--- config.mk ---
export PLATFORM = sky130hd
export DESIGN_NAME = a23_copro_initiator
export DESIGN_NICKNAME = d
export VERILOG_FILES = /design/src/rtl/a23_copro_initiator.sv
export SDC_FILE = /design/constraint.sdc
export NUM_CORES = 1
export LEC_CHECK = 0
export ABC_AREA = 1
export CORE_UTILIZATION = 36
export CTS_CLUSTER_DIAMETER = 120
export DETAILED_ROUTE_END_ITERATION = 10
export GPL_TIMING_DRIVEN = 0
export PLACE_DENSITY = 0.77
export SYNTH_ARGS = -nofsm -noshare
export SYNTH_HDL_FRONTEND = slang
export SYNTH_SLANG_ARGS = --single-unit
--- constraint.sdc ---
create_clock -name i_clk -period 1.3 [get_ports i_clk]
set_input_delay 0.26 -clock i_clk [delete_from_list [all_inputs] [get_ports i_clk]]
set_output_delay 0.26 -clock i_clk [all_outputs]
set_load 0.05 [all_outputs]
--- src/rtl/a23_copro_initiator.sv ---
// Request/response initiator that turns single CP15 register reads and writes
// into MRC/MCR operations on the coprocessor interface, honouring the fetch stall.
module a23_copro_initiator #(
  parameter logic [3:0] COPRO_NUM = 4'd15,
  parameter logic [2:0] OPCODE1   = 3'd0,
  parameter logic [2:0] OPCODE2   = 3'd0,
  parameter logic [3:0] CRM       = 4'd0
) (
  input  logic        i_clk,
  input  logic        i_rst_n,
  input  logic        i_fetch_stall,

  input  logic        i_req_valid,
  output logic        o_req_ready,
  input  logic        i_req_write,
  input  logic [3:0]  i_req_crn,
  input  logic [31:0] i_req_wdata,

  output logic        o_rsp_valid,
  input  logic        i_rsp_ready,
  output logic [31:0] o_rsp_rdata,
  output logic        o_rsp_err,

  output logic [1:0]  o_copro_operation,
  output logic [3:0]  o_copro_crn,
  output logic [31:0] o_copro_write_data,
  output logic [2:0]  o_copro_opcode1,
  output logic [2:0]  o_copro_opcode2,
  output logic [3:0]  o_copro_crm,
  output logic [3:0]  o_copro_num,
  input  logic [31:0] i_copro_read_data,

  output logic        o_busy
);

  typedef enum logic [2:0] {
    IDLE,
    ISSUE,
    CAPTURE,
    RESP,
    ERR
  } state_t;

  localparam logic [1:0] OP_IDLE = 2'd0;
  localparam logic [1:0] OP_MRC  = 2'd1;
  localparam logic [1:0] OP_MCR  = 2'd2;

  state_t      state_q, state_d;
  logic        write_q;
  logic [3:0]  crn_q;
  logic [31:0] wdata_q;
  logic [31:0] rdata_q;
  logic        err_q;
  logic        accept;
  logic        req_legal;

  assign accept = i_req_valid && o_req_ready;

  // Writable: crn 1..5. Readable: crn 0 and 2..7 (crn 1 is the write-only flush).
  always_comb begin
    if (i_req_write)
      req_legal = (i_req_crn >= 4'd1) && (i_req_crn <= 4'd5);
    else
      req_legal = (i_req_crn == 4'd0) ||
                  ((i_req_crn >= 4'd2) && (i_req_crn <= 4'd7));
  end

  // NOTE: every signal assigned in always_comb gets a default first, so no
  // path through the case statement can leave it unassigned and infer a latch.
  always_comb begin
    state_d = state_q;
    case (state_q)
      IDLE:    if (accept) state_d = req_legal ? ISSUE : ERR;
      ISSUE:   if (!i_fetch_stall) state_d = write_q ? RESP : CAPTURE;
      CAPTURE: state_d = RESP;
      ERR:     state_d = RESP;
      RESP:    if (i_rsp_ready) state_d = IDLE;
      default: state_d = IDLE;
    endcase
  end

  // NOTE: sequential state uses non-blocking assignments only, so every
  // register samples the pre-edge value of every other register.
  always_ff @(posedge i_clk or negedge i_rst_n) begin
    if (!i_rst_n) begin
      state_q <= IDLE;
      write_q <= 1'b0;
      crn_q   <= 4'd0;
      wdata_q <= 32'd0;
      rdata_q <= 32'd0;
      err_q   <= 1'b0;
    end else begin
      state_q <= state_d;
      case (state_q)
        IDLE: begin
          if (accept) begin
            write_q <= i_req_write;
            crn_q   <= i_req_crn;
            wdata_q <= i_req_wdata;
          end
        end
        ISSUE: begin
          if (!i_fetch_stall && write_q) begin
            rdata_q <= 32'd0;
            err_q   <= 1'b0;
          end
        end
        CAPTURE: begin
          // crn is still held, so the coprocessor's registered read data is for our register.
          rdata_q <= i_copro_read_data;
          err_q   <= 1'b0;
        end
        ERR: begin
          rdata_q <= 32'd0;
          err_q   <= 1'b1;
        end
        RESP: begin
          if (i_rsp_ready) err_q <= 1'b0;
        end
        default: ;
      endcase
    end
  end

  // Decoded straight from the state register so reset removes the operation asynchronously.
  assign o_copro_operation  = (state_q == ISSUE) ? (write_q ? OP_MCR : OP_MRC) : OP_IDLE;
  assign o_copro_crn        = crn_q;
  assign o_copro_write_data = wdata_q;
  assign o_copro_opcode1    = OPCODE1;
  assign o_copro_opcode2    = OPCODE2;
  assign o_copro_crm        = CRM;
  assign o_copro_num        = COPRO_NUM;

  assign o_req_ready = (state_q == IDLE);
  assign o_rsp_valid = (state_q == RESP);
  assign o_rsp_rdata = rdata_q;
  assign o_rsp_err   = err_q;
  assign o_busy      = (state_q != IDLE);

endmodule
==> results.yml <==
die:
  die_w_um: 95.9
  start_util: 0.379
  fp.dieArea_um2: 9200
  ios: 162
  rows: 33
  coreArea_um2: 8380
  fp.dieH_um: 95.9
global_routing:
  grt_start_max_net_pins: 74
  track_usage: 0.189
  antenna_found_initial: 0
  first_global_vias: 2799
  overflow: 0
  grt_pass1_wl_um: 13100
clock_network:
  clkLatencyLatePin_ns: 0.34
  clock_path_buffers: 2
  cts_tree: "done"
  clock-root-buffer: "clkbuf_8"
  path_clk_slew_ns: 0.08
  clock_sinks: 73
  numCtsBuffers: 9
  htreeDepth: 3
  hold_buffers: 0
drt:
  via_per_inst: 4.51
  drtIter0Drc: 82
  wirelength_um: 9060
  post-route-drc-count: 0
  drt_pass1_iterations: 4
  wl_per_cell_um: 13.6
  detail-route-antenna-nets: 0
  vias: 3011
logic_synthesis:
  synth_warnings: 0
  syn_avg_cell_area_um2: 8.84
  ys_ff_latch: 73
  postSynthCellCount: 359
  synthDistinctLibCells: 23
  synth_seq_area_share: 0.575
  synth.cell_area_um2: 3170
setup_path:
  cp_num_buf_inv: 3
  crit_type: "reg2out"
  path_common_cell: "buf_8"
  critPathMaxFanout: 3
  critPathTopFamily: "flip-flops"
  cpMaxStageDelayCell: "dfrtp_2"
  arrival_ns: 1.33
  slowest_delay_ns: 0.44
  critPathRequiredTime_ns: 1.04
  crit_chain: "nor2_4 -> nand2_4 -> inv_8 -> buf_8 -> buf_8"
  start_kind: "register"
  critPathCaptureType: "primary output"
placed_design:
  pre_cts_ws_ns: -0.760
  portBuffers: 146
  placed_cells: 622
  finalWeightedCongestion: 0.739
  place_hpwl_um: 6000
  place_area_um2: 4840
power_and_ir_drop:
  power_frac_seq: 0.248
  clkPwrFrac: 0.126
  p_sw_uw: 7850
  internal_power_uw: 7660
  combPwrFrac: 0.627
  p_total_uw: 15500
  pwr_density_cell_nw_per_um2: 2930
  p_leak_uw: 0.00285
  vdd_drop_max_mv: 1.51
  swShare: 0.506
finish:
  area_growth_pct: 66.5
  multi_input_area_um2: 1280
  drive_above_1_share: 0.367
  final_cell_mix: "nand2_1, clkdlybuf4s50_1, dfrtp_1"
  finalNonFillerCells: 667
  register_area_um2: 1830
  final_design_area_no_fill_um2: 5290
  diodes: 0
  nets: 632
  layout_commonest_cell: "nand2_1"
  fillers: 726
min_path:
  hold_class: "in2async"
timing:
  skew_ns: 0.0109
  relSlewSlack: 0.388
  hold_slack_ns: 0.0281
  setup_violations: 73
  hold_viol_final: 0
  min_period_ns: 1.59
  fin_crit_sh: 1.22
  fin_ws_ns: -0.289
  worstMarginPinSlew_ns: 0.918
  rsz0062_at_grt: "yes"
  fmax_mhz: 629
  maxSlewViolCount: 0
flow_run:
  cap_violations: 0
status:
  status: "complete, but fails checks"
  violations: "setup timing"
worst paths after layout:
path	startpoint	slack, ns	cells past startpoint	to
hold / removal	i_rst_n	0.03	1	o_rsp_rdata[19]
min in group i_clk	i_req_valid	0.33	3	o_copro_write_data[14]
max in group asynchronous	i_rst_n	0.62	1	state_q[0]
setup / recovery	state_q[0]	-0.29	5	o_req_ready
setup reg to reg	state_q[1]	-0.24	9	o_rsp_rdata[11]
hold reg to reg	o_rsp_rdata[27]	0.47	2	o_rsp_rdata[27]
power groups by stage:
stage	Combinational [uW]	Clock, uW	Sequential [uW]
global placement	8640	0	3800
finish	9720	1950	3840
global route	10300	2120	3950
detailed placement	8800	0	3820
CTS	9070	2000	3780
floorplan	2790	0	6930
metrics by stage:
step	util	setup TNS [ns]
global route	0.631	-14.26
detailed placement	0.577	-13.11
global placement	0.578	-194.10
floorplan	-	-0.454
finish	0.631	-9.47
CTS	0.599	-6.02
repair_timing:
item                                    in CTS  in global routing
endpoints found under the setup margin     142                 80
pin swaps                                    4                  9
buffers inserted                            18                  4
cloned                                       5                  5
gates resized for setup                    416                 40
sequential cells by signal (all words and copies together) (netlist names):
| register | flops |
|---|---|
| o_copro_crn | 4 |
| o_rsp_err | 1 |
| o_rsp_rdata | 32 |
| o_copro_write_data | 32 |
| write_q | 1 |
| state_q | 3 |
cells in the mapped netlist:
master / number / area share
a21oi_1: 2 / 0.0032
nor3_1: 1 / 0.0016
buf_4: 17 / 0.040
nand2_1: 168 / 0.20
buf_12: 1 / 0.0063
o21ai_0: 2 / 0.0032
conb_1: 2 / 0.0024
buf_2: 4 / 0.0063
nand2_4: 2 / 0.0071
buf_6: 6 / 0.021
nor2_2: 1 / 0.0020
dfrtp_1: 73 / 0.58
nand4_1: 1 / 0.0020
a21oi_2: 1 / 0.0028
nand3_2: 3 / 0.0095
inv_1: 11 / 0.013
nand3_1: 35 / 0.055
inv_4: 1 / 0.0020
o21ai_2: 5 / 0.014
nor2_1: 8 / 0.0095
clkbuf_1: 3 / 0.0035
inv_2: 3 / 0.0035
nand2_2: 9 / 0.018
final cells by class:
type | instances | area share
Sequential cell | 73 | 0.346
Timing Repair Buffer | 175 | 0.279
Buffer | 31 | 0.0544
Tap cell | 105 | 0.0249
Multi-Input combinational cell | 253 | 0.242
Clock inverter | 4 | 0.0144
Clock buffer | 11 | 0.0267
Inverter | 15 | 0.0121
cell families (layout without fill, tap and decap cells):
kind of cell,Yosys count,count (layout),share of synthesized area
flops,73,73,0.575
buf+inv,46,236,0.0962
simple gates,228,229,0.303
other cells,2,14,0.00237
compound gates,10,10,0.0229
routing by layer:
metal	vias to the layer above	share of wire	global-route usage
li1	1482	-	-
met1	1410	0.40	0.210
met2	113	0.50	0.338
met3	6	0.090	0.0742
met4	0	0.0076	0.0448
met5	-	0	0
(Power assumes the default switching activity.)
